<file path="src/rtl/router_pkg.sv">
// router_pkg: shared definitions for the router output arbiter.
//   NPORT       - number of FIFO ports merged onto the egress link
//   LEN_HI/LO   - header bit slice holding the payload length
//   GRANT_NONE  - grant encoding when no port owns the link
//   arb_state_e - arbiter FSM states
//   beat_t      - one buffered egress beat {data, sop, eop}
//   rr_pick     - round-robin search starting after the last served port
package router_pkg;

    localparam int         NPORT      = 3;
    localparam int         DW         = 8;
    localparam int         LEN_HI     = 7;
    localparam int         LEN_LO     = 2;
    localparam logic [1:0] GRANT_NONE = 2'd3;

    typedef enum logic [1:0] {IDLE, HDR, LEN, BODY} arb_state_e;

    typedef struct packed {
        logic [DW-1:0] data;
        logic          sop;
        logic          eop;
    } beat_t;

    // First requesting port searching ptr+1, ptr+2, ptr (mod NPORT).
    // The loop runs from the farthest offset down so the nearest one wins.
    function automatic logic [1:0] rr_pick(input logic [1:0] ptr, input logic [NPORT-1:0] req);
        logic [1:0] idx;
        rr_pick = GRANT_NONE;
        for (int i = NPORT; i >= 1; i--) begin
            idx = 2'((int'(ptr) + i) % NPORT);
            if (req[idx]) rr_pick = idx;
        end
    endfunction

endpackage

</file>
<file path="src/rtl/router_out_buf.sv">
// router_out_buf: 2-entry FIFO of egress beats {data, sop, eop}.
//   clk, rst           - clock, asynchronous active-high reset
//   push_i, push_*_i   - write one beat
//   pop_i              - remove head (only asserted while valid_o)
//   head_*_o, valid_o  - head beat; fields read as zero when empty
//   occ_o              - current occupancy 0..2
module router_out_buf
    import router_pkg::*;
(
    input  logic          clk,
    input  logic          rst,
    input  logic          push_i,
    input  logic [DW-1:0] push_data_i,
    input  logic          push_sop_i,
    input  logic          push_eop_i,
    input  logic          pop_i,
    output logic [DW-1:0] head_data_o,
    output logic          head_sop_o,
    output logic          head_eop_o,
    output logic          valid_o,
    output logic [1:0]    occ_o
);

    beat_t      mem_q [2];
    logic       wr_q, rd_q;
    logic [1:0] cnt_q;

    always_ff @(posedge clk or posedge rst) begin
        if (rst) begin
            for (int i = 0; i < 2; i++) mem_q[i] <= '0;
            wr_q  <= 1'b0;
            rd_q  <= 1'b0;
            cnt_q <= 2'd0;
        end else begin
            if (push_i) begin
                mem_q[wr_q] <= '{data: push_data_i, sop: push_sop_i, eop: push_eop_i};
                wr_q        <= ~wr_q;
            end
            if (pop_i) rd_q <= ~rd_q;
            cnt_q <= cnt_q + 2'(push_i) - 2'(pop_i);
        end
    end

    assign valid_o     = (cnt_q != 2'd0);
    assign occ_o       = cnt_q;
    // Gate the head so the egress pins read as zero whenever nothing is queued.
    assign head_data_o = valid_o ? mem_q[rd_q].data : '0;
    assign head_sop_o  = valid_o & mem_q[rd_q].sop;
    assign head_eop_o  = valid_o & mem_q[rd_q].eop;

endmodule

</file>
<file path="src/rtl/router_out_arbiter.sv">
// router_out_arbiter: packet-atomic round-robin read scheduler merging the
// router's three output FIFOs onto one valid/ready byte channel.
//   clk, rst             - clock, asynchronous active-high reset
//   vald_out[2:0]        - per-port FIFO non-empty
//   data_out_0/1/2       - FIFO read data, valid one cycle after read_enb
//   read_enb[2:0]        - one-hot FIFO read strobes
//   m_data/m_valid/m_sop/m_eop, m_ready - egress beat and handshake
//   grant                - port owning the link, 3 when none
//   abort                - one-cycle pulse when a stalled packet is dropped
module router_out_arbiter
    import router_pkg::*;
#(
    parameter int TIMEOUT = 30
) (
    input  logic          clk,
    input  logic          rst,
    input  logic [2:0]    vald_out,
    input  logic [DW-1:0] data_out_0,
    input  logic [DW-1:0] data_out_1,
    input  logic [DW-1:0] data_out_2,
    output logic [2:0]    read_enb,
    output logic [DW-1:0] m_data,
    output logic          m_valid,
    output logic          m_sop,
    output logic          m_eop,
    input  logic          m_ready,
    output logic [1:0]    grant,
    output logic          abort
);

    localparam int TW = $clog2(TIMEOUT + 1);

    arb_state_e    state_q, state_d;
    logic [1:0]    grant_q, grant_d, ptr_q, ptr_d;
    logic [6:0]    rem_q, rem_d;
    logic [TW-1:0] tmo_q, tmo_d;
    logic          abort_q, abort_d;
    logic          infl_q, infl_sop_q, infl_eop_q;

    logic          want, rd, rd_sop, rd_eop;
    logic          vald_g, pop, credit_ok;
    logic [DW-1:0] data_g;
    logic [1:0]    occ;

    always_comb begin
        data_g = '0;
        vald_g = 1'b0;
        case (grant_q)
            2'd0:    begin data_g = data_out_0; vald_g = vald_out[0]; end
            2'd1:    begin data_g = data_out_1; vald_g = vald_out[1]; end
            2'd2:    begin data_g = data_out_2; vald_g = vald_out[2]; end
            default: ;
        endcase
    end

    assign pop = m_valid & m_ready;
    // Occupancy is taken after this cycle's departure: a read issued now lands
    // next cycle together with the byte already in flight, so it must still fit.
    // Counting the departing beat lets a drained head keep 1 byte/cycle flowing.
    assign credit_ok = (3'(occ) + 3'(infl_q) - 3'(pop)) < 3'd2;

    always_comb begin
        state_d = state_q;
        grant_d = grant_q;
        ptr_d   = ptr_q;
        rem_d   = rem_q;
        tmo_d   = tmo_q;
        abort_d = 1'b0;
        want    = 1'b0;
        rd_sop  = 1'b0;
        rd_eop  = 1'b0;

        case (state_q)
            IDLE: begin
                tmo_d = '0;
                if (|vald_out) begin
                    grant_d = rr_pick(ptr_q, vald_out);
                    state_d = HDR;
                end
            end
            HDR:  want = 1'b1;
            LEN: begin
                // Header byte is on data_g now; remaining covers payload + parity.
                if (infl_q) begin
                    rem_d   = 7'(data_g[LEN_HI:LEN_LO]) + 7'd1;
                    state_d = BODY;
                end
            end
            BODY: begin
                want = (rem_q != 7'd0);
                if (!want && !infl_q) begin
                    ptr_d   = grant_q;
                    grant_d = GRANT_NONE;
                    state_d = IDLE;
                end
            end
            default: state_d = IDLE;
        endcase

        rd = want & vald_g & credit_ok;

        if (want) begin
            if (rd) begin
                tmo_d = '0;
                if (state_q == HDR) begin
                    rd_sop  = 1'b1;
                    state_d = LEN;
                end else begin
                    rem_d  = rem_q - 7'd1;
                    rd_eop = (rem_q == 7'd1);
                end
            end else if (credit_ok) begin
                // Starved by an empty FIFO, not by back-pressure.
                if (tmo_q == TW'(TIMEOUT - 1)) begin
                    abort_d = 1'b1;
                    ptr_d   = grant_q;
                    grant_d = GRANT_NONE;
                    rem_d   = 7'd0;
                    tmo_d   = '0;
                    state_d = IDLE;
                end else begin
                    tmo_d = tmo_q + TW'(1);
                end
            end
        end
    end

    always_ff @(posedge clk or posedge rst) begin
        if (rst) begin
            state_q    <= IDLE;
            grant_q    <= GRANT_NONE;
            ptr_q      <= 2'd2;
            rem_q      <= 7'd0;
            tmo_q      <= '0;
            abort_q    <= 1'b0;
            infl_q     <= 1'b0;
            infl_sop_q <= 1'b0;
            infl_eop_q <= 1'b0;
        end else begin
            state_q    <= state_d;
            grant_q    <= grant_d;
            ptr_q      <= ptr_d;
            rem_q      <= rem_d;
            tmo_q      <= tmo_d;
            abort_q    <= abort_d;
            infl_q     <= rd;
            infl_sop_q <= rd_sop;
            infl_eop_q <= rd_eop;
        end
    end

    // The in-flight byte belongs to grant_q: grant only changes on a cycle
    // with no read, so the port that was strobed is still selected here.
    router_out_buf u_buf (
        .clk         (clk),
        .rst         (rst),
        .push_i      (infl_q),
        .push_data_i (data_g),
        .push_sop_i  (infl_sop_q),
        .push_eop_i  (infl_eop_q),
        .pop_i       (pop),
        .head_data_o (m_data),
        .head_sop_o  (m_sop),
        .head_eop_o  (m_eop),
        .valid_o     (m_valid),
        .occ_o       (occ)
    );

    assign read_enb = rd ? (3'b001 << grant_q) : 3'b000;
    assign grant    = grant_q;
    assign abort    = abort_q;

endmodule
</file>
<file path="config.mk">
export PLATFORM = sky130hd
export DESIGN_NAME = router_out_arbiter
export DESIGN_NICKNAME = d
export VERILOG_FILES = /design/src/rtl/router_pkg.sv /design/src/rtl/router_out_buf.sv /design/src/rtl/router_out_arbiter.sv
export SDC_FILE = /design/constraint.sdc
export NUM_CORES = 1
export LEC_CHECK = 0
export CAP_MARGIN = 5
export CORE_MARGIN = 3
export CORE_UTILIZATION = 55
export DETAILED_ROUTE_END_ITERATION = 12
export PLACE_DENSITY = 0.81
export SETUP_SLACK_MARGIN = 0.05
export SYNTH_ARGS = -nofsm -noshare
export SYNTH_HDL_FRONTEND = slang
export SYNTH_HIERARCHICAL = 1
export SYNTH_SLANG_ARGS = --single-unit
</file>
<file path="constraint.sdc">
create_clock -name clk -period 8.4 [get_ports clk]
set_input_delay 0.84 -clock clk [delete_from_list [all_inputs] [get_ports clk]]
set_output_delay 0.84 -clock clk [all_outputs]
set_load 0.005 [all_outputs]
</file>
==> metrics.cfg <==
[outcome]
status = completed

[place]
gp_congestion = 0.918
post-dp-hpwl_um = 5430
place_area_um2 = 3630
portBuffers = 46

[critical_path]
cp_max_fo = 11
path_cells = nor2_1 > inv_1 > and2_1 > ha_1 > nand2b_1 > fa_1 > xnor2_2 > nand2_1 > nor2_1 > nand2_1 > nor3b_1 > clkdlybuf4s50_1
reg2reg_depth = 12
crit_arrival_ps = 4090
r2r-start = u_buf/occ_o[1]$_DFF_PP0_
worstSetupEndpoint = read_enb[1]
crit_cells = 12
startpoint = u_buf/occ_o[1]$_DFF_PP0_
rr_endpoint = ptr_q[0]$_DFF_PP0_
worstSetupPathType = reg -> out
endpoint_kind = output pin
cp_num_buf_inv = 2
r2r_slack_ps = 4370
critPathMaxStageDelay_ps = 620
critPathSlowestCell = nor2_1
required_ps = 7560
critPathTopFamily = simple AND/OR/NAND/NOR gates
cp-start-kind = register

[synth]
ys_types = 77
yosys_warnings = 6
synth_edf_count = 0
ys_ff_latch = 46
synth_top_area_share_pct = 33.8
synth_area_um2 = 3180
yosys.area.top_type = dfrtp_1
synth-simple-area-share_pct = 16.7
async_reset_ff_share_pct = 100
synthXorXnorAreaFrac_pct = 2.16
synth_area_leaders = dfrtp_1 34%, ha_1 6.3%, mux2i_1 6.3%, mux2_4 4.7%, mux2_2 3.5%
synthAdderAreaFrac_pct = 6.92
avgSynthCellArea_um2 = 10.4
synth.area.mux_share_pct = 15.7
yosys_most_used_dff = dfrtp_1
syn_nets = 352
synth_compound_area_share_pct = 17.0
synth_top_family_by_area = compound AO/OA/AOI/OAI gates
netlist_instances = 305
yosysSeqAreaShare_pct = 36.3

[global_route]
grt_pass1_vias = 2547
track_usage_pct = 24.5
grt_overflow_total = 0
antenna_found_initial = 0
grt_max_degree = 25
grt_pass1_wl_um = 12600

[layout]
multiInputGateArea_um2 = 1860
final_nets = 393
insertedDiodeCount = 0
drive_above_1_share_pct = 15.6
regArea_um2 = 1150
syn_to_final_growth_pct = 17.6
stdcell_area_um2 = 3740
fillers = 454

[sta]
skew_ps = 10.8
period_needed_ps = 4930
rsz0062_at_grt = no
setup_viol = 0
worst_pin_slew_ps = 954
max_slew_margin_pct = 36.3
fin_tns_setup_ps = 0
fmax_mhz = 203
min_period_over_period_pct = 58.7
slew_violations = 0
finalHoldViolCount = 0

[power]
leakagePower_nw = 1.60
vdd_drop_max_mv = 0.149
finalPower_w = 0.00119
p_per_area_nw_per_um2 = 317

[drt]
drc = 0
ant_nets = 0
drt-vias-per-instance = 6.10
drt-initial-drc-count = 202
first_pass_iters = 4
wirelength_um = 7440
post_drt_wl_per_cell_um = 17.8
vias = 2556

[clock_network]
path_clk_slew_ps = 80
cts_sinks = 46
cts_buffers = 5
cts_resized = 0
cts_root_buf = clkbuf_8
cts_tree = done
cts-htree-levels = 2
clk_latency_ps = 310
post_cts_buffers = 0
ctsHoldBuffers = 0
clock_path_buffers = 2

[floorplanning]
initial_core_util_pct = 57.5
dieArea_um2 = 6740
rows = 27
die_x_um = 82.1
coreArea_um2 = 5540
dieHeight_um = 82.1
io_pins = 47

[job]
drv_cap = 0

[worst_hold_path]
min_path_cells = 1
hp-class = reg -> reg

==> layout by cell type (no fill, tap or decap), types with 4 or more instances in the layout <==
| cell | n |
|---|---|
| nand2b_1 | 5 |
| a21oi_1 | 12 |
| a211oi_1 | 4 |
| nor4_1 | 4 |
| mux2i_1 | 20 |
| dfrtp_1 | 43 |
| a31oi_1 | 5 |
| nand2_1 | 15 |
| o31ai_1 | 5 |
| and3_1 | 4 |
| nor2_1 | 20 |
| clkbuf_8 | 5 |
| clkdlybuf4s50_1 | 46 |
| xnor2_1 | 4 |
| nor3_1 | 6 |
| ha_1 | 16 |
| mux2_2 | 10 |
| nand3_1 | 8 |
| inv_1 | 15 |
| o21ai_0 | 8 |
| o2bb2ai_1 | 5 |
| nand4_1 | 5 |
| mux2_4 | 10 |
==> worst register-to-register path, stage by stage (launching register included) <==
cell and delay (ps):
dfrtp_1 460, nor2_1 620, inv_1 120, and2_1 230, ha_1 290, nand2b_1 150, fa_1 420, xnor2_2 300
and2_1 350, nand4_2 290, inv_4 240, a21o_1 140, mux2_1 320
==> cell usage after synthesis, types with 6 or more instances <==
master	count
mux2_4	10
nor2_1	20
o21ai_0	8
dfrtp_1	43
mux2i_1	20
inv_1	15
nand3_1	8
mux2_2	10
a21oi_1	12
ha_1	16
nand2_1	15
nor3_1	6
==> registers in the layout (all words and copies together), names as in the netlist, 2 cells and up <==
name and cells:
u_buf/occ_o 2, ptr_q 2, tmo_q 5, u_buf/mem_q 20
rem_q 7, state_q 2, grant 2
==> per-stage QoR <==
| stage | cells | hold WS (ps) | setup WS (ps) | utilization (%) |
|---|---|---|---|---|
| finish | 419 | 516 | 3470 | 67.6 |
| global route | 419 | 525 | 3240 | 67.6 |
| global placement | 411 | 487 | 3850 | 65.5 |
| detailed placement | 411 | 493 | 3780 | 65.5 |
| floorplan | 305 | 477 | 4860 | - |
| CTS | 419 | 517 | 3490 | 67.6 |
==> per-layer routing <==
metal / wire (um) / part of all wire [%] / vias up / GRT usage, %
li1: - / - / 1213 / -
met1: 3390 / 45 / 1269 / 33.0
met2: 3660 / 49 / 66 / 40.5
met3: 332 / 4.5 / 8 / 4.66
met4: 68 / 0.91 / 0 / 6.48
met5: 0 / 0 / - / 0
==> logic make-up (layout without fill, tap and decap cells) <==
logic type,Yosys count,in the layout
AOI/OAI and AO/OA,70,70
DFF,46,46
muxes,43,43
and+or+nand+nor,94,94
xor gates and xnor gates,7,7
adders and majority gates,17,17
buffers and inverters,28,70
==> area by class of cell <==
type / count / area share (%)
Tap cell: 72 / 2.41
Clock buffer: 5 / 1.84
Multi-Input combinational cell: 231 / 49.7
Inverter: 16 / 1.67
Clock inverter: 3 / 1.20
Timing Repair Buffer: 46 / 12.3
Sequential cell: 46 / 30.8
==> where the power goes <==
part           leakage (nW)  internal (W)  switching (W)  total, W
registers             0.572      0.000304       0.000111  0.000415
clock network        0.0504     0.0000886      0.0000826  0.000171
logic                 0.974      0.000304       0.000298  0.000602
total                  1.60      0.000696       0.000492   0.00119
==> worst min path at each step <==
stage | start | end | slack [ps]
2_1_floorplan | infl_eop_q$_DFF_PP0_ | u_buf/mem_q[10]$_DFFE_PP0P_ | 480
3_3_place_gp | u_buf/mem_q[9]$_DFFE_PP0P_ | u_buf/mem_q[9]$_DFFE_PP0P_ | 490
5_1_grt | u_buf/mem_q[12]$_DFFE_PP0P_ | u_buf/mem_q[12]$_DFFE_PP0P_ | 520
6_report | u_buf/mem_q[12]$_DFFE_PP0P_ | u_buf/mem_q[12]$_DFFE_PP0P_ | 520
4_1_cts | u_buf/mem_q[7]$_DFFE_PP0P_ | u_buf/mem_q[7]$_DFFE_PP0P_ | 520
3_5_place_dp | u_buf/mem_q[18]$_DFFE_PP0P_ | u_buf/mem_q[18]$_DFFE_PP0P_ | 490
Note: power is estimated with default switching activity, not from simulation.
